`src/rtl/start_accept_pkg.sv`:
```
// Shared types and default sizing for the start/accept transaction tracker.
package start_accept_pkg;

    typedef enum logic {
        IDLE = 1'b0,
        WAIT = 1'b1
    } state_e;

    localparam int DEF_LAT_W   = 8;
    localparam int DEF_CNT_W   = 16;
    localparam int DEF_TIMEOUT = 64;

endpackage

```
`src/rtl/sat_counter.sv`:
```
// Up-counter that sticks at all-ones; clr beats load beats inc.
module sat_counter #(
    parameter int W = 8
) (
    input  logic         clk,
    input  logic         rst,
    input  logic         clr,
    input  logic         load,
    input  logic         inc,
    output logic [W-1:0] value
);

    always_ff @(posedge clk or posedge rst) begin
        if (rst) begin
            value <= '0;
        end else if (clr) begin
            value <= '0;
        end else if (load) begin
            value <= W'(1);
        end else if (inc && (value != '1)) begin
            value <= value + W'(1);
        end
    end

endmodule

```
`src/rtl/start_accept_tracker.sv`:
```
// Follows one start/cancel/accept transaction at a time and turns it into
// latency, completion/abort pulses, saturating event counts and sticky errors.
module start_accept_tracker
    import start_accept_pkg::*;
#(
    parameter int LAT_W   = DEF_LAT_W,
    parameter int CNT_W   = DEF_CNT_W,
    parameter int TIMEOUT = DEF_TIMEOUT
) (
    input  logic             clk,
    input  logic             rst,
    input  logic             start,
    input  logic             cancel,
    input  logic             accept,
    output logic             busy,
    output logic             done,
    output logic             aborted,
    output logic             timed_out,
    output logic [LAT_W-1:0] latency,
    output logic [CNT_W-1:0] done_count,
    output logic [CNT_W-1:0] abort_count,
    output logic             err_spurious_accept,
    output logic             err_restart
);

    localparam logic [31:0] TIMEOUT_U = TIMEOUT;

    state_e           state, state_nx;
    logic [LAT_W-1:0] lat_cnt;
    logic             lat_clr, lat_load, lat_inc;
    logic             done_nx, aborted_nx, timed_out_nx;
    logic             spur_set, restart_set;
    logic             to_hit;

    // ">=" rather than "==" so a restart-only cycle landing on the limit
    // still times out one cycle later instead of running on forever.
    assign to_hit = (TIMEOUT != 0) && (32'(lat_cnt) >= TIMEOUT_U);

    always_comb begin
        state_nx     = state;
        lat_clr      = 1'b0;
        lat_load     = 1'b0;
        lat_inc      = 1'b0;
        done_nx      = 1'b0;
        aborted_nx   = 1'b0;
        timed_out_nx = 1'b0;
        spur_set     = 1'b0;
        restart_set  = 1'b0;
        case (state)
            IDLE: begin
                spur_set = accept;
                if (start && cancel) begin
                    aborted_nx = 1'b1;
                end else if (start) begin
                    state_nx = WAIT;
                    lat_load = 1'b1;
                end
            end
            WAIT: begin
                if (cancel) begin
                    state_nx   = IDLE;
                    lat_clr    = 1'b1;
                    aborted_nx = 1'b1;
                end else if (accept) begin
                    done_nx = 1'b1;
                    if (start) begin
                        lat_load = 1'b1;
                    end else begin
                        state_nx = IDLE;
                        lat_clr  = 1'b1;
                    end
                end else if (start) begin
                    restart_set = 1'b1;
                    lat_inc     = 1'b1;
                end else if (to_hit) begin
                    state_nx     = IDLE;
                    lat_clr      = 1'b1;
                    aborted_nx   = 1'b1;
                    timed_out_nx = 1'b1;
                end else begin
                    lat_inc = 1'b1;
                end
            end
            default: state_nx = IDLE;
        endcase
    end

    always_ff @(posedge clk or posedge rst) begin
        if (rst) begin
            state               <= IDLE;
            done                <= 1'b0;
            aborted             <= 1'b0;
            timed_out           <= 1'b0;
            latency             <= '0;
            err_spurious_accept <= 1'b0;
            err_restart         <= 1'b0;
        end else begin
            state     <= state_nx;
            done      <= done_nx;
            aborted   <= aborted_nx;
            timed_out <= timed_out_nx;
            if (done_nx) begin
                latency <= lat_cnt;
            end
            if (spur_set) begin
                err_spurious_accept <= 1'b1;
            end
            if (restart_set) begin
                err_restart <= 1'b1;
            end
        end
    end

    assign busy = (state == WAIT);

    sat_counter #(.W(LAT_W)) u_lat_cnt (
        .clk   (clk),
        .rst   (rst),
        .clr   (lat_clr),
        .load  (lat_load),
        .inc   (lat_inc),
        .value (lat_cnt)
    );

    sat_counter #(.W(CNT_W)) u_done_cnt (
        .clk   (clk),
        .rst   (rst),
        .clr   (1'b0),
        .load  (1'b0),
        .inc   (done_nx),
        .value (done_count)
    );

    sat_counter #(.W(CNT_W)) u_abort_cnt (
        .clk   (clk),
        .rst   (rst),
        .clr   (1'b0),
        .load  (1'b0),
        .inc   (aborted_nx),
        .value (abort_count)
    );

endmodule
```
`config.mk`:
```
export PLATFORM = sky130hd
export DESIGN_NAME = start_accept_tracker
export DESIGN_NICKNAME = d
export VERILOG_FILES = /design/src/rtl/start_accept_pkg.sv /design/src/rtl/sat_counter.sv /design/src/rtl/start_accept_tracker.sv
export SDC_FILE = /design/constraint.sdc
export NUM_CORES = 1
export LEC_CHECK = 0
export CORE_ASPECT_RATIO = 0.8
export CORE_MARGIN = 2
export CORE_UTILIZATION = 37
export CTS_CLUSTER_SIZE = 24
export DETAILED_ROUTE_END_ITERATION = 10
export PLACE_DENSITY_LB_ADDON = 0.05
export SETUP_SLACK_MARGIN = 0.4
export SYNTH_ARGS = -nofsm -noshare
export SYNTH_HDL_FRONTEND = slang
export SYNTH_SLANG_ARGS = --single-unit
```
`constraint.sdc`:
```
create_clock -name clk -period 2.85 [get_ports clk]
set_clock_uncertainty 0.15 [all_clocks]
set_input_delay 0.57 -clock clk [delete_from_list [all_inputs] [get_ports clk]]
set_output_delay 0.57 -clock clk [all_outputs]
set_load 0.02 [all_outputs]
```
==> run metrics <==
post-synth cell types 44; Slew @ Worst Pin 0.512 ns; cells after synthesis 242; Detailed Route WL 5.29 mm; initial antenna violation count 0; largest family of logic cells by synthesized area simple AND/OR/NAND/NOR gates; depth of the most critical reg-to-reg path 6; worst hold path class reg -> reg; drt wl/cell 13.9 µm; CTS tree yes; Synth Warn # 0; post_cts resized 0; I/O pins 51; Detail Route Antenna Nets 0; Fin. Hold Viols 0; Setup Crit Path Kind reg -> reg; Synth Flop Type dfrtp_1; Synth top area share 0.536; startpoint types register; Area growth syn-to-layout 27.8%; Final setup violation count 0; max-cap viol count 0; final instance area 3220 µm²; Die Ht 77.8 µm; global-route wire length before repair 8.85 mm; grt ovf 0; Post-Syn Nets 250; Cell Rows 26; die extent in x 96.3 µm; Hold-fix buffers, CTS 0; Synth Area in Compound Gates 0.0740; ant diodes 0; R2R Setup Slk 0.58 ns; hold worst-path end err_restart; number of enable flip-flop cells after synthesis 0; final slew viol count 0; Finished Layout Cells 381; Final GP Congestion 0.744; Tot GR Track Use 0.150; DRT Pass-1 Iters 4; area leader, netlist dfrtp_1; CTS Sinks 54; post-route setup TNS 0 ns; share of layout cells above drive strength 1 0.0774; r2r endpoint u_done_cnt.value[1]; CTS Buf Count 5; asr flop ratio synth 1.00; final net count 305; H-tree levels 2; post-synthesis simple-gate area fraction 0.236; CP max FO 8; Initial Util 0.389; Seq. cell area 1350 µm²; Seq cells post-synth 54; Clk pin slew, worst setup/hold paths 0.10 ns; r2r startpoint u_done_cnt.value[0]; vias in the first global route 1810; Root Driver clkbuf_8; max_slew headroom 0.658; Worst EP arrival 2.33 ns; required time worst endpoint 2.90 ns; Adder-Cell Fraction of Synth Area 0.0149; core area 6470 µm²; xor and xnor area share after synthesis 0.104; drt via density 5.02; post-synthesis mux area share 0.0189; PD cells 574 nW/µm²; placed insts 374; outcome finished, final reports clean; main area contributors after synthesis dfrtp_1 54%, xnor2_1 6.6%, nand2_1 5.7%, xor2_1 3.8%, nand3_1 3.4%; crit share post-route 0.798; die area 7490 µm²; later-pin clock latency in the skew report 0.31 ns; fin crit period 2.27 ns; leak pwr 1.37 nW; pin count of the biggest net entering global routing 33; initial detailed-routing violation count 110; placed instance area 3140 µm²; RSZ-0062 raised after global routing no; Fill cells 601; Multi-input gate area 1130 µm²; CTS max path bufs 2; Hold Crit Start err_restart; Avg Cell Area, Syn 10.4 µm²; CP Capture Type register; IO buf count 50; Mapped Area 2520 µm²; Post-CTS Setup Inserts 0; hold path cells 1; DRC 0; fmax 0.440 GHz; DR vias 1914; VDD IR-drop max 293 µV; sequential share of the synthesized area 0.536; dpl hpwl 3.82 mm
[flip-flops by register name, summed over array words and instances (netlist names)]
register and count:
busy 1, err_restart 1, u_abort_cnt.value 16, u_done_cnt.value 16
timed_out 1, u_lat_cnt.value 8, err_spurious_accept 1, done 1
aborted 1, latency 8
[cells in the mapped netlist, types with 3 or more instances]
| library cell | count |
|---|---|
| xor2_1 | 11 |
| xnor2_1 | 19 |
| nand4_1 | 11 |
| ha_1 | 3 |
| nor3_1 | 5 |
| inv_1 | 4 |
| and3_1 | 6 |
| o21ai_0 | 5 |
| or3_1 | 3 |
| nor2_1 | 20 |
| a21oi_1 | 8 |
| buf_2 | 4 |
| nand3_1 | 17 |
| dfrtp_1 | 54 |
| nand2_1 | 38 |
[metal layers]
layer / track usage / wire length (µm) / vias up / part of all wire
li1: - / - / 951 / -
met1: 0.234 / 2840 / 918 / 0.54
met2: 0.206 / 2180 / 40 / 0.41
met3: 0.0350 / 228 / 5 / 0.043
met4: 0.0386 / 46 / 0 / 0.0087
met5: 0 / 0 / - / 0
[metrics by stage]
stage	util	hold slack (ns)	worst slack, ns	total power [W]
floorplan	-	0.332	0.627	0.00122
global placement	0.485	0.295	0.304	0.00145
detailed placement	0.485	0.297	0.252	0.00145
CTS	0.497	0.319	0.560	0.00187
global route	0.497	0.357	0.436	0.00196
finish	0.497	0.313	0.577	0.00185
[cells in the final DEF (no fill, tap or decap), drive strengths merged, types with 3 or more instances in the layout]
cell type	instances
ha	3
buf	3
xor2	11
inv	4
o21ai	5
mux2	3
clkbuf	5
nand3	17
nor2	22
or3	3
nand2	38
nor3	5
nand4	12
and3	6
a21oi	8
clkdlybuf4s50	50
dfrtp	54
xnor2	19
[report_power, final]
group	total (W)	internal, W	switching (W)
clock network	0.000420	0.000169	0.000252
logic	0.000457	0.000222	0.000235
registers	0.000971	0.000846	0.000125
total	0.00185	0.00124	0.000613
[worst max-delay path, cell delays in order, from the launching register on]
cell and delay, ns:
dfrtp_1 0.46, ha_1 0.37, nand2_1 0.14, or4b_4 0.59, nor2_4 0.12, nor2_2 0.06, mux2_4 0.29
[worst max path at each step]
| stage | start | depth (start not counted) | slack [ns] | to |
|---|---|---|---|---|
| floorplan | u_done_cnt.value[0] | 7 | 0.63 | u_done_cnt.value[1] |
| CTS | u_done_cnt.value[0] | 6 | 0.56 | u_done_cnt.value[1] |
| finish | u_done_cnt.value[0] | 6 | 0.58 | u_done_cnt.value[1] |
| global route | u_done_cnt.value[0] | 6 | 0.44 | u_done_cnt.value[1] |
| global placement | start | 5 | 0.30 | u_abort_cnt.value[1] |
| detailed placement | start | 5 | 0.25 | u_abort_cnt.value[1] |
[cell type report]
class / instances / area share
clock buffers: 5 / 0.0214
repair buffers: 53 / 0.166
inverters: 4 / 0.00466
well taps: 84 / 0.0326
flip-flops and latches: 54 / 0.420
clock inverters: 2 / 0.00466
multi-input cells: 179 / 0.351
[cells by family after synthesis]
kind of cell | Yosys count
multiplexers | 4
adder cells (fa/ha/maj) | 3
AO/OA/AOI/OAI | 26
AND/OR/NAND/NOR | 116
flip-flops | 54
XOR/XNOR | 30
buffers and inverters | 9
No activity file was read; power rests on OpenSTA's default activity.
